## src/rtl/traffic_master_gen.sv

```systemverilog
// rtl/traffic_master_gen.sv - seeded LFSR traffic-generating master for one crossbar master port
//
// Issues read/write requests using a free-running 32-bit Galois LFSR as the
// randomness source. Four traffic modes are available, and an optional bounded
// transaction count stops the run. Random idle gaps separate requests. In the
// write-then-readback mode the master checks the data it reads back. An ack
// timeout monitor flags a request that is never accepted.
//
// Ports:
//   clk, reset_n             clock, asynchronous active-low reset
//   enable                   start/continue generation (sampled in IDLE)
//   mode[1:0]                0 random, 1 sequential write, 2 write+readback, 3 random read
//   num_txn[15:0]            transactions per run, 0 = unlimited
//   req/addr/cmd/wdata       request to slave (addr/cmd/wdata are 0 while req=0)
//   ack                      slave accepted the request
//   resp/rdata               read data valid
//   busy                     FSM not in IDLE
//   done                     run complete, held until enable drops
//   txn_cnt[15:0]            completed transactions
//   err_cnt[15:0]            saturating read-back mismatch count
//   timeout_err              sticky ack-timeout flag

module traffic_master_gen #(
  parameter int          ADDR_W  = 32,
  parameter int          DATA_W  = 32,
  parameter int          SEL_W   = 2,
  parameter int          OFFS_W  = 8,
  parameter int          GAP_W   = 3,
  parameter logic [31:0] SEED    = 32'h1,
  parameter int          TIMEOUT = 255
) (
  input  logic              clk,
  input  logic              reset_n,
  input  logic              enable,
  input  logic [1:0]        mode,
  input  logic [15:0]       num_txn,
  output logic              req,
  output logic [ADDR_W-1:0] addr,
  output logic              cmd,
  output logic [DATA_W-1:0] wdata,
  input  logic              ack,
  input  logic              resp,
  input  logic [DATA_W-1:0] rdata,
  output logic              busy,
  output logic              done,
  output logic [15:0]       txn_cnt,
  output logic [15:0]       err_cnt,
  output logic              timeout_err
);

  localparam int              SO_W      = SEL_W + OFFS_W;
  localparam int              TMO_W     = $clog2(TIMEOUT + 2);
  localparam logic [TMO_W-1:0] TMO_LIM  = TMO_W'(TIMEOUT);
  localparam logic [31:0]     SEED_EFF  = (SEED == 32'h0) ? 32'h1 : SEED;
  // x^32 + x^22 + x^2 + x + 1, right-shifting Galois form
  localparam logic [31:0]     LFSR_TAPS = 32'h8020_0003;

  localparam logic [2:0] S_IDLE = 3'd0;
  localparam logic [2:0] S_GAP  = 3'd1;
  localparam logic [2:0] S_REQ  = 3'd2;
  localparam logic [2:0] S_RESP = 3'd3;
  localparam logic [2:0] S_NEXT = 3'd4;

  logic [2:0]        state_q, state_d;
  logic [31:0]       lfsr_q, lfsr_d;
  logic [GAP_W-1:0]  gap_q, gap_d;
  logic [1:0]        mode_q, mode_d;
  logic [15:0]       num_q, num_d;
  logic              req_q, req_d;
  logic [ADDR_W-1:0] addr_q, addr_d;
  logic              cmd_q, cmd_d;
  logic [DATA_W-1:0] wdata_q, wdata_d;
  logic              done_q, done_d;
  logic [15:0]       txn_q, txn_d;
  logic [15:0]       err_q, err_d;
  logic              tmo_err_q, tmo_err_d;
  logic [TMO_W-1:0]  tmo_q, tmo_d;
  logic [SO_W-1:0]   seq_q, seq_d;
  logic [SO_W-1:0]   hold_q, hold_d;
  logic [DATA_W-1:0] exp_q, exp_d;
  // set when a run completes: the next start clears txn_cnt and the sequential address
  logic              fresh_q, fresh_d;

  logic [SO_W-1:0]   rnd_so;
  logic [DATA_W-1:0] lfsr_w;
  logic [DATA_W-1:0] seq_w;
  logic [SO_W-1:0]   b_so;
  logic              b_cmd;
  logic [DATA_W-1:0] b_wd;

  function automatic logic [ADDR_W-1:0] mk_addr(input logic [SO_W-1:0] so);
    logic [ADDR_W-1:0] a;
    a = '0;
    a[ADDR_W-1 -: SEL_W] = so[SO_W-1 -: SEL_W];
    a[OFFS_W-1:0]        = so[OFFS_W-1:0];
    return a;
  endfunction

  assign rnd_so = {lfsr_q[31 -: SEL_W], lfsr_q[OFFS_W-1:0]};

  // zero-extend or truncate the LFSR word and the sequence index to DATA_W
  always_comb begin
    lfsr_w = '0;
    seq_w  = '0;
    for (int i = 0; i < DATA_W && i < 32; i++) lfsr_w[i] = lfsr_q[i];
    for (int i = 0; i < DATA_W && i < SO_W; i++) seq_w[i] = seq_q[i];
  end

  always_comb begin
    state_d   = state_q;
    lfsr_d    = {1'b0, lfsr_q[31:1]} ^ (lfsr_q[0] ? LFSR_TAPS : 32'h0);
    gap_d     = gap_q;
    mode_d    = mode_q;
    num_d     = num_q;
    req_d     = req_q;
    addr_d    = addr_q;
    cmd_d     = cmd_q;
    wdata_d   = wdata_q;
    done_d    = done_q;
    txn_d     = txn_q;
    err_d     = err_q;
    tmo_err_d = tmo_err_q;
    tmo_d     = tmo_q;
    seq_d     = seq_q;
    hold_d    = hold_q;
    exp_d     = exp_q;
    fresh_d   = fresh_q;
    b_so      = rnd_so;
    b_cmd     = lfsr_q[16];
    b_wd      = lfsr_q[16] ? lfsr_w : '0;

    case (state_q)
      S_IDLE: begin
        if (!enable) begin
          done_d = 1'b0;
        end else if (!done_q) begin
          state_d = S_GAP;
          gap_d   = lfsr_q[GAP_W-1:0];
          mode_d  = mode;
          num_d   = num_txn;
          if (fresh_q) begin
            txn_d   = '0;
            seq_d   = '0;
            fresh_d = 1'b0;
          end
        end
      end

      S_GAP: begin
        if (gap_q != '0) begin
          gap_d = gap_q - 1'b1;
        end else begin
          case (mode_q)
            2'd1: begin
              b_so  = seq_q;
              b_cmd = 1'b1;
              b_wd  = seq_w;
              seq_d = seq_q + 1'b1;
            end
            2'd2: begin
              // odd transactions read back the address written by the even one before
              if (txn_q[0]) begin
                b_so  = hold_q;
                b_cmd = 1'b0;
                b_wd  = '0;
              end else begin
                b_cmd  = 1'b1;
                b_wd   = lfsr_w;
                hold_d = rnd_so;
                exp_d  = lfsr_w;
              end
            end
            2'd3: begin
              b_cmd = 1'b0;
              b_wd  = '0;
            end
            default: ;
          endcase
          state_d = S_REQ;
          req_d   = 1'b1;
          tmo_d   = '0;
          addr_d  = mk_addr(b_so);
          cmd_d   = b_cmd;
          wdata_d = b_wd;
        end
      end

      S_REQ: begin
        if (ack) begin
          req_d   = 1'b0;
          addr_d  = '0;
          cmd_d   = 1'b0;
          wdata_d = '0;
          state_d = cmd_q ? S_NEXT : S_RESP;
        end else if (tmo_q != TMO_LIM) begin
          // no abort exists, so the request keeps waiting after the flag is raised
          tmo_d = tmo_q + 1'b1;
          if (tmo_d == TMO_LIM) tmo_err_d = 1'b1;
        end
      end

      S_RESP: begin
        if (resp) begin
          if (mode_q == 2'd2 && txn_q[0] && rdata != exp_q && err_q != 16'hFFFF)
            err_d = err_q + 16'd1;
          state_d = S_NEXT;
        end
      end

      S_NEXT: begin
        txn_d = txn_q + 16'd1;
        if (num_q != 16'd0 && txn_q + 16'd1 == num_q) begin
          done_d  = 1'b1;
          fresh_d = 1'b1;
          state_d = S_IDLE;
        end else if (!enable) begin
          state_d = S_IDLE;
        end else begin
          state_d = S_GAP;
          gap_d   = lfsr_q[GAP_W-1:0];
        end
      end

      default: state_d = S_IDLE;
    endcase
  end

  always_ff @(posedge clk or negedge reset_n) begin
    if (!reset_n) begin
      state_q   <= S_IDLE;
      lfsr_q    <= SEED_EFF;
      gap_q     <= '0;
      mode_q    <= '0;
      num_q     <= '0;
      req_q     <= 1'b0;
      addr_q    <= '0;
      cmd_q     <= 1'b0;
      wdata_q   <= '0;
      done_q    <= 1'b0;
      txn_q     <= '0;
      err_q     <= '0;
      tmo_err_q <= 1'b0;
      tmo_q     <= '0;
      seq_q     <= '0;
      hold_q    <= '0;
      exp_q     <= '0;
      fresh_q   <= 1'b0;
    end else begin
      state_q   <= state_d;
      lfsr_q    <= lfsr_d;
      gap_q     <= gap_d;
      mode_q    <= mode_d;
      num_q     <= num_d;
      req_q     <= req_d;
      addr_q    <= addr_d;
      cmd_q     <= cmd_d;
      wdata_q   <= wdata_d;
      done_q    <= done_d;
      txn_q     <= txn_d;
      err_q     <= err_d;
      tmo_err_q <= tmo_err_d;
      tmo_q     <= tmo_d;
      seq_q     <= seq_d;
      hold_q    <= hold_d;
      exp_q     <= exp_d;
      fresh_q   <= fresh_d;
    end
  end

  assign req         = req_q;
  assign addr        = addr_q;
  assign cmd         = cmd_q;
  assign wdata       = wdata_q;
  assign busy        = (state_q != S_IDLE);
  assign done        = done_q;
  assign txn_cnt     = txn_q;
  assign err_cnt     = err_q;
  assign timeout_err = tmo_err_q;

endmodule

```

## config.mk

```make
export PLATFORM = sky130hd
export DESIGN_NAME = traffic_master_gen
export DESIGN_NICKNAME = d
export VERILOG_FILES = /design/src/rtl/traffic_master_gen.sv
export SDC_FILE = /design/constraint.sdc
export NUM_CORES = 1
export LEC_CHECK = 0
export ABC_AREA = 1
export ABC_CLOCK_PERIOD_IN_PS = 4900
export BUFFER_PORTS_ARGS = -buffer_cell sky130_fd_sc_hd__buf_2
export CORE_AREA = 10 10 132 158
export DETAILED_ROUTE_END_ITERATION = 8
export DIE_AREA = 0 0 142 168
export GPL_TIMING_DRIVEN = 0
export HOLD_SLACK_MARGIN = 0.12
export PLACE_DENSITY = 0.77
export RECOVER_POWER = 50
export SETUP_SLACK_MARGIN = 0.4
export SYNTH_ARGS = -nofsm -noshare
export SYNTH_HDL_FRONTEND = slang
export SYNTH_SLANG_ARGS = --single-unit
```

## constraint.sdc

```tcl
create_clock -name clk -period 4.9 [get_ports clk]
set_clock_uncertainty 0.2 [all_clocks]
set_input_delay 0.98 -clock clk [delete_from_list [all_inputs] [get_ports clk]]
set_output_delay 0.98 -clock clk [all_outputs]
set_load 0.02 [all_outputs]
```

==> impl_metrics.toml, run 1 <==
[synthesis]
synth_top_family_by_area = "simple AND/OR/NAND/NOR gates"
synthXorXnorAreaFrac_pct = 5.49
yosys.area_share.simple_pct = 19.7
synthCells = 1108
synth_adder_area_share_pct = 1.44
ys_seq_area_share_pct = 51.2
synth_compound_area_share_pct = 12.0
synth_flop_cell = "dfrtp_1"
synthTopCellsByArea = "dfrtp_1 51%, nand2_1 9.8%, inv_1 6.4%"
synth_edf_count = 0
netlist.area_leader.share_pct = 51.0
synth_cell_types = 43
synthesis.area_um2 = 9570
yosys_warnings = 0
synth_top_cell_by_area = "dfrtp_1"
async_flop_share_pct = 100
synth_area_per_cell_um2 = 8.64
synth_seq_cells = 196
synth_mux_area_share_pct = 0.118

[sta]
fin_crit_sh_pct = 56.0
worst_slack_ps = 2150
hold_viol_final = 0
tns_ps = 0
tightest_slew_ps = 1020
fmax_ghz = 0.364
setup_violations = 0
maxSlewHeadroom_pct = 31.6
rsz0062_at_grt = "false"
layout_min_cycle_time_ps = 2750
slew_violations = 0

[setup_path]
r2r_cells = 9
start_kind = "flop"
cp_max_fo = 10
worst_path_most_repeated_cell = "inv_1"
cp_cell_sequence = "inv_1 > ha_1 > nand2_1 > nor2_4 > inv_1 > clkbuf_1 > a21oi_2 > buf_2 > o32ai_1"
rrSetupSlack_ps = 2150
crit_buf_inv = 4
critPathSlowestCell = "a21oi_2"
arrival_ps = 2840
crit_type = "reg2reg"
end_kind = "flop"
worstReg2RegEnd = "wdata[14]"
r2r_start = "gap_q[0]"
cp_top_family = "buffers and inverters"
worstPathRequired_ps = 4990
slowest_delay_ps = 500

[global_routing]
antenna_found_initial = 0
grt_pass1_wl_um = 40500
grtUsageTotal_pct = 20.9
grt_pass1_vias = 8076
grt_max_degree = 120
global_route.overflow_total = 0

[route]
drtAntennaViolNets = 0
drc = 0
drtIter0Drc = 670
routed_wl_um = 25100
vias = 8020
wl_per_cell_um = 16.5
vias_per_cell = 5.28
drt_first_pass_iters = 5

[pwr]
total_power_mw = 5.05
power_density_nw_per_um2 = 450
leakage_nw = 5.49
peakVddDrop_uv = 298

[cells_and_area]
layout.nets = 1348
ff_latch_area_um2 = 4910
stdcell_area_um2 = 11200
diodes = 0
stdcell_count = 1519
num-fill-cells = 1565
drive_gt1_share_pct = 18.1
multi_input_area_um2 = 3780
syn2layout_area_growth_pct = 17.3

[hold_path]
hold_path_end = "lfsr_q[13]"
worstHoldStart = "lfsr_q[14]"
whs_path_depth = 0
hp-class = "reg2reg"

[clock_network]
numCtsBuffers = 17
cts_tree = "done"
clock-sinks = 196
post_cts_buffers = 0
ctsHoldBuffers = 0
clk_pin_slew_ps = 70
cts_resized = 0
htree_levels = 4
root_buffer = "clkbuf_16"
clockBufferDepth = 2
clk_latency_ps = 440

[floorplan]
die_w_um = 142
dieHeight_um = 168
dieArea_um2 = 23900
start_util_pct = 53.7
pin_count = 156
rows = 54
core_um2 = 17800

[placement]
numPortBuffers = 133
place_area_um2 = 10600
dp_hpwl_um = 18800
pre_cts_ws_ps = 2130
dp_cells = 1487
gp_congestion = 0.922

[job]
cap_violations = 0

[status]
status = "finished clean"
## layout by cell type (no fill, tap or decap), types with 5 or more instances in the layout
cell type	instances
nor2_2	9
nand4_1	12
o21ai_1	6
inv_1	165
dfrtp_1	195
xor2_1	17
nor2_1	52
clkbuf_1	22
nand2_1	249
o21ai_0	101
buf_2	142
conb_1	22
nand2_2	6
o32ai_1	23
a21oi_1	13
buf_4	23
nand3_1	51
nor2_4	5
o22ai_1	30
ha_1	11
nor3_1	21
a22o_1	6
clkbuf_16	17
o221ai_1	6
xnor2_1	43
## metal layers
metal | vias to the layer above | wire length [µm] | share of wire [%] | global-route usage [%]
met4 | 0 | 714 | 2.8 | 8.37
met1 | 3809 | 10400 | 42 | 24.9
li1 | 3905 | - | - | -
met5 | - | 0 | 0 | 0
met2 | 259 | 12600 | 50 | 36.0
met3 | 47 | 1360 | 5.4 | 4.11
## area by class of cell
cell class / count / share of cell area [%]
plain buffers: 55 / 2.72
clock buffers: 18 / 3.91
clock inverters: 14 / 1.54
inverters: 170 / 5.68
multi-input cells: 708 / 33.7
flip-flops and latches: 196 / 43.7
well taps: 224 / 2.50
repair buffers: 134 / 6.26
## through the flow
stage,utilization (%),hold WS [ps]
2_1_floorplan,-,152
3_3_place_gp,59.4,157
3_5_place_dp,59.6,165
4_1_cts,63.1,181
5_1_grt,62.9,199
6_report,62.9,178
## worst max-delay path by stage
stage,start,end,cells past startpoint
after floorplan,rdata[19],err_cnt[4],11
after global placement,reset_n,wdata[27],1
after detailed placement,rdata[29],err_cnt[2],12
after CTS,gap_q[0],wdata[14],9
after global routing,state_q[2],wdata[16],8
final,gap_q[0],wdata[14],9
## Yosys cell counts (all sizes together) (20+ instances only)
cell	n
clkbuf	20
o21ai	107
nand3	53
o32ai	23
nor3	23
dfrtp	195
nand2	257
nor2	66
o22ai	30
xnor2	43
buf	35
inv	168
## sequential cells by signal, indices dropped and copies added (netlist names), 2 cells and up
signal   cells
tmo_q        9
gap_q        3
num_q       16
err_cnt     16
addr        10
lfsr_q      32
hold_q      10
exp_q       32
mode_q       2
state_q      3
wdata       32
txn_cnt     16
seq_q       10
## report_power, final
group	total [mW]	switching [mW]	leakage (nW)	internal (mW)
sequential	1.91	0.122	2.67	1.79
combinational	1.70	1.22	2.53	0.483
clock	1.44	0.654	0.291	0.783
## cell families (layout without fill, tap and decap cells)
group	after synthesis	in the layout
other	1	22
multiplexers	1	1
adder cells (fa/ha/maj)	11	11
AO/OA/AOI/OAI	193	193
flip-flops	196	196
XOR/XNOR	60	60
AND/OR/NAND/NOR	421	421
buffers and inverters	225	391
## worst reg2reg max path, stage by stage, from the launching register on
cell	delay [ps]
dfrtp_1	400
inv_1	90
ha_1	150
nand2_1	100
nor2_4	250
inv_1	90
clkbuf_1	330
a21oi_2	500
buf_2	360
o32ai_1	140
No activity file was read; power rests on OpenSTA's default activity.
==> run 2, diff against run 1 <==
--- a/config.mk
+++ b/config.mk
@@ -5,12 +5,12 @@
 export SDC_FILE = /design/constraint.sdc
 export NUM_CORES = 1
 export LEC_CHECK = 0
-export ABC_AREA = 1
-export ABC_CLOCK_PERIOD_IN_PS = 4900
+export ABC_AREA = 0
+export ABC_CLOCK_PERIOD_IN_PS = 2750
 export BUFFER_PORTS_ARGS = -buffer_cell sky130_fd_sc_hd__buf_2
-export CORE_AREA = 10 10 132 158
+export CORE_AREA = 10 10 130 156
 export DETAILED_ROUTE_END_ITERATION = 8
-export DIE_AREA = 0 0 142 168
+export DIE_AREA = 0 0 140 166
 export GPL_TIMING_DRIVEN = 0
 export HOLD_SLACK_MARGIN = 0.12
 export PLACE_DENSITY = 0.77
==> constraint.sdc (replaced) <==
create_clock -name clk -period 2.75 [get_ports clk]
set_clock_uncertainty 0.2 [all_clocks]
set_input_delay 0.55 -clock clk [delete_from_list [all_inputs] [get_ports clk]]
set_output_delay 0.55 -clock clk [all_outputs]
set_load 0.02 [all_outputs]
==> run 2 against run 1 <==
Compared with the run above: first-iteration DRC count down 11%; via count down 4.6%; sequential share of layout area down 0.80 points; combinational power up 120%; critical path depth down 1.
==> impl_metrics.toml, run 2 <==
[status]
status = "finished clean"

[placement]
dp_hpwl_um = 17200
dp_cells = 1298
gp_congestion = 0.872
numPortBuffers = 133

[floorplan]
dieArea_um2 = 23200
rows = 53
start_util_pct = 53.6
die_w_um = 140
pin_count = 156
dieHeight_um = 166
core_um2 = 17200

[synthesis]
synthTopCellsByCount = "198 x nand2_1, 195 x dfrtp_1, 92 x o21ai_0"
synth_flop_cell = "dfrtp_1"
yosys_warnings = 0
synth_cell_types = 54
yosysMostFrequentCell = "nand2_1"
ys_seq_area_share_pct = 53.1
async_flop_share_pct = 100
synth_area_per_cell_um2 = 10.0
synthCells = 923
synth_seq_cells = 196
synth_top_cell_by_area = "dfrtp_1"
netlist.area_leader.share_pct = 52.8
synthesis.area_um2 = 9250
synth_edf_count = 0
synthTopCellsByArea = "dfrtp_1 53%, nand2_1 8.0%, o21ai_0 5.0%"

[sta]
fin_crit_sh_pct = 94.2
slew_violations = 0
rsz0062_at_grt = "true"
maxSlewHeadroom_pct = 25.6
layout_min_cycle_time_ps = 2590
hold_viol_final = 0
fmax_ghz = 0.386
tightest_slew_ps = 1120
setup_violations = 0

[clock_network]
clk_latency_ps = 440
htree_levels = 4
clk_pin_slew_ps = 80
root_buffer = "clkbuf_16"
numCtsBuffers = 17
clockBufferDepth = 2
clock-sinks = 196
cts_tree = "done"

[pwr]
leakage_nw = 5.54
peakVddDrop_uv = 602
intPower_mw = 6.01
power_density_nw_per_um2 = 877
total_power_mw = 10.1
p_sw_mw = 4.05
comb_power_share_pct = 37.3
power_frac_seq_pct = 37.1
sw_frac_of_total_pct = 40.3
pwr-share-clk_pct = 25.6

[setup_path]
crit_type = "reg2reg"
arrival_ps = 2720
end_kind = "flop"
cp_max_fo = 4
r2r_start = "txn_cnt[1]"
worstPathRequired_ps = 2880
start_kind = "flop"
rrSetupSlack_ps = 160
r2r_cells = 8
worstReg2RegEnd = "gap_q[0]"

[cells_and_area]
diodes = 0
syn2layout_area_growth_pct = 24.0
layout.nets = 1194
num-fill-cells = 1336
multi_input_area_um2 = 4320
ff_latch_area_um2 = 4920
final_common_cell = "nand2_1"
stdcell_count = 1361
mostFrequentLayoutCells = "195 x nand2_1, 185 x dfrtp_1, 88 x o21ai_0, 85 x clkbuf_1, 62 x buf_2"
drive_gt1_share_pct = 23.0

[job]
cap_violations = 0

[hold_path]
worstHoldStart = "num_txn[1]"
hp-class = "in2reg"
whs_path_depth = 2
hold_path_end = "num_q[1]"

[route]
drc = 0
drtAntennaViolNets = 0
routed_wl_um = 24500
drt_first_pass_iters = 5
vias_per_cell = 5.62
drtIter0Drc = 599
vias = 7648
wl_per_cell_um = 18.0

[global_routing]
globalRouteMet2Util_pct = 34.4
grtUsageTotal_pct = 20.4
grt_max_degree = 118
grt_pass1_wl_um = 39000
antenna_found_initial = 0
use_met3_pct = 5.26
busiest_layer = "met2"
global_route.overflow_total = 0
met1_usage_pct = 24.6
grt_pass1_vias = 7652
-- run 2: cell count changes after synthesis, sizes merged, moves of 23 or more --
cell	change
nand2	-59
nor2	-31
inv	-152
nand3	-27
mux2	+29
o22ai	-27
xor2	+29
o32ai	-23
-- run 2: cell families after synthesis --
| family | share of synthesized area [%] |
|---|---|
| adders and majority gates | 1.49 |
| and+or+nand+nor | 17.8 |
| buffers and inverters | 4.48 |
| other | 0.0406 |
| DFF | 53.1 |
| xor gates and xnor gates | 6.82 |
| muxes | 3.65 |
| AOI/OAI and AO/OA | 12.7 |
-- run 2: worst max-delay path by stage --
stage	from	end	cells after the start
global route	txn_cnt[1]	gap_q[0]	8
CTS	txn_cnt[0]	gap_q[0]	9
finish	txn_cnt[1]	gap_q[0]	8
floorplan	txn_cnt[0]	gap_q[0]	9
detailed placement	state_q[2]	wdata[23]	7
global placement	reset_n	txn_cnt[4]	1
-- run 2: area by class of cell --
class	count	area share, %
flip-flops and latches	196	42.9
multi-input cells	667	37.7
repair buffers	165	7.38
clock buffers	17	3.71
plain buffers	65	3.62
well taps	220	2.40
clock inverters	15	1.78
inverters	16	0.524
-- run 2: repair_timing --
action                                  in CTS  in global routing
endpoints found under the hold margin       79                  0
gates resized for setup                     47                 66
pin swaps                                   11                 18
endpoints found under the setup margin     137                134
setup buffers                               18                 11
hold buffers                                 1                  0
gates cloned                                 0                  1
-- run 2: power by group through the flow --
| stage | registers, mW | logic, mW | clock network, mW |
|---|---|---|---|
| after floorplan | 3.91 | 2.15 | 0 |
| after detailed placement | 3.77 | 3.38 | 0 |
| after CTS | 3.71 | 3.66 | 2.61 |
| after global placement | 3.76 | 3.31 | 0 |
| after global routing | 3.79 | 4.09 | 2.75 |
| final | 3.73 | 3.75 | 2.58 |
-- run 2: worst max-delay path: stages, from the launching register on --
cell	delay, ps
dfrtp_2	430
ha_4	170
nand4_4	180
or3_4	470
xnor2_4	160
nor4b_4	260
nand4_4	160
and2_4	210
o221a_1	230
-- run 2: per-layer routing --
metal	share of wire (%)	routed length (µm)	vias to the layer above
li1	-	-	3583
met4	1.8	449	0
met2	50	12400	296
met1	41	10100	3729
met5	0	0	-
met3	6.4	1570	40
-- run 2: through the flow --
stage                     instance area [µm²]  setup WS, ps  setup TNS [ps]  hold WS (ps)  util (%)
final                                   11500           160               0           134      66.5
after global routing                    11500          41.4               0           128      66.5
after CTS                               11300           197               0           122      65.6
after detailed placement                10400          -165           -5450           191      60.1
after global placement                  10300         -2590         -438680           186      59.9
after floorplan                          9390           240               0          54.4         -
==> run 3, diff against run 2 <==
--- a/config.mk
+++ b/config.mk
@@ -9,13 +9,14 @@
 export ABC_CLOCK_PERIOD_IN_PS = 2750
 export BUFFER_PORTS_ARGS = -buffer_cell sky130_fd_sc_hd__buf_2
 export CORE_AREA = 10 10 130 156
+export CTS_CLUSTER_SIZE = 24
 export DETAILED_ROUTE_END_ITERATION = 8
 export DIE_AREA = 0 0 140 166
 export GPL_TIMING_DRIVEN = 0
 export HOLD_SLACK_MARGIN = 0.12
 export PLACE_DENSITY = 0.77
 export RECOVER_POWER = 50
-export SETUP_SLACK_MARGIN = 0.4
+export REMOVE_ABC_BUFFERS = 1
 export SYNTH_ARGS = -nofsm -noshare
 export SYNTH_HDL_FRONTEND = slang
 export SYNTH_SLANG_ARGS = --single-unit
==> run 3 against run 2 <==
Compared with the run above: die area unchanged; hold slack improved by 13 ps; critical path type unchanged; sequential share of layout area increased by 2.7 points; clock-buffer cell count unchanged; global-route usage decreased by 0.96 points; maximum frequency decreased by 3.9%; cell count decreased by 5.7%; core utilization decreased by 3.9 points; sequential power increased by 3%; via count decreased by 5.1%; design area decreased by 5.9%.
==> impl_metrics.toml, run 3 (synthesis gave the netlist of run 2 again) <==
[status]
status = "finished clean"

[setup_path]
crit_type = "reg2reg"
worstPathRequired_ps = 2870
cp_max_fo = 6
end_kind = "flop"
start_kind = "flop"
cp-startpoint = "txn_cnt[0]"
r2r_cells = 8
arrival_ps = 2810
r2r_start = "txn_cnt[0]"

[pwr]
p_sw_mw = 3.85
intPower_mw = 5.75
sw_frac_of_total_pct = 40.1
pwr-share-clk_pct = 24.9
peakVddDrop_uv = 607
power_density_nw_per_um2 = 889
leakage_nw = 5.20
power_frac_seq_pct = 40.2
comb_power_share_pct = 35.0

[floorplan]
dieHeight_um = 166
rows = 53
start_util_pct = 53.6
pin_count = 156
dieArea_um2 = 23200
core_um2 = 17200
die_w_um = 140

[cells_and_area]
stdcell_area_um2 = 10800
mostFrequentLayoutCells = "195 x nand2_1, 186 x dfrtp_1, 92 x o21ai_0, 69 x clkbuf_1, 63 x buf_2"
final_common_cell = "nand2_1"
drive_gt1_share_pct = 17.4
utilization_pct = 62.6
syn2layout_area_growth_pct = 16.7
layout.nets = 1116

[route]
drtIter0Drc = 527
drt_first_pass_iters = 5
vias_per_cell = 5.65
wl_per_cell_um = 18.0
drtAntennaViolNets = 0
routed_wl_um = 23100
vias = 7257
drc = 0

[clock_network]
numCtsBuffers = 17
htree_levels = 4
clockBufferDepth = 2
clk_latency_ps = 430
clock-sinks = 196
cts_tree = "done"
clk_pin_slew_ps = 70
root_buffer = "clkbuf_16"

[sta]
maxSlewHeadroom_pct = 27.6
worst_slack_ps = 56.1
setup_violations = 0
layout_min_cycle_time_ps = 2690
fmax_ghz = 0.371
hold_viol_final = 0
tns_ps = 0
timing.hold.ws_ps = 147
fin_crit_sh_pct = 98.0
slew_violations = 0
tightest_slew_ps = 1090

[global_routing]
grtUsageTotal_pct = 19.4
grt_max_degree = 124
grt_pass1_vias = 7370
grt_pass1_wl_um = 37400
global_route.overflow_total = 0
antenna_found_initial = 1

[hold_path]
hp-class = "in2reg"
whs_path_depth = 2
worstHoldStart = "num_txn[7]"

[job]
cap_violations = 0

[placement]
pre_cts_ws_ps = -944
gp_congestion = 0.869
place_area_um2 = 10000
dp_hpwl_um = 16000
numPortBuffers = 133
[run 3: what timing repair did]
action | in CTS | in global routing
buffers inserted | 5 | 9
pin swaps | 2 | 4
gates resized for setup | 24 | 15
endpoints found under the hold margin | 73 | 0
endpoints found under the setup margin | 85 | 66
hold buffers | 1 | 0
[run 3: metal layers]
layer	share of wire (%)	vias to the layer above	GRT usage [%]
met1	39	3509	22.0
met4	1.7	0	6.21
met2	51	283	33.4
met3	8.2	37	6.64
met5	0	-	0
li1	-	3428	-
[run 3: final timing paths]
check	end	slack [ps]
setup / recovery	gap_q[0]	60
hold / removal	num_q[7]	150
setup reg to reg	gap_q[0]	60
hold reg to reg	lfsr_q[13]	210
max in group asynchronous	txn_cnt[0]	340
min in group asynchronous	wdata[24]	460
[run 3: area by class of cell]
class,instances,area (µm²)
tap,220,275
inverter,16,60.1
clock inverter,15,145
fill,1453,6450
timing repair buffer,152,791
sequential,196,4920
clock buffer,17,425
antenna,1,2.50
multi-input combinational,667,4170
[run 3: power by group through the flow]
stage / Combinational [mW] / Sequential (mW) / Clock (mW)
5_1_grt: 3.68 / 3.92 / 2.56
4_1_cts: 3.18 / 3.85 / 2.43
3_3_place_gp: 2.84 / 3.92 / 0
6_report: 3.35 / 3.85 / 2.39
2_1_floorplan: 1.80 / 4.02 / 0
3_5_place_dp: 2.99 / 3.93 / 0
[run 3: per-stage QoR]
stage               instances  total power [mW]
floorplan                 879              5.82
global placement         1232              6.76
detailed placement       1236              6.92
CTS                      1274              9.46
global route             1283              10.2
finish                   1284              9.59
[run 3: critical path, cell delays in order, from the launching register on]
cell and delay [ps]:
dfrtp_4 470, ha_4 170, nand4_4 140, or3_4 470, xnor2_4 190, nor4b_4 270, nand4_4 190, and2_4 230
o221a_1 240
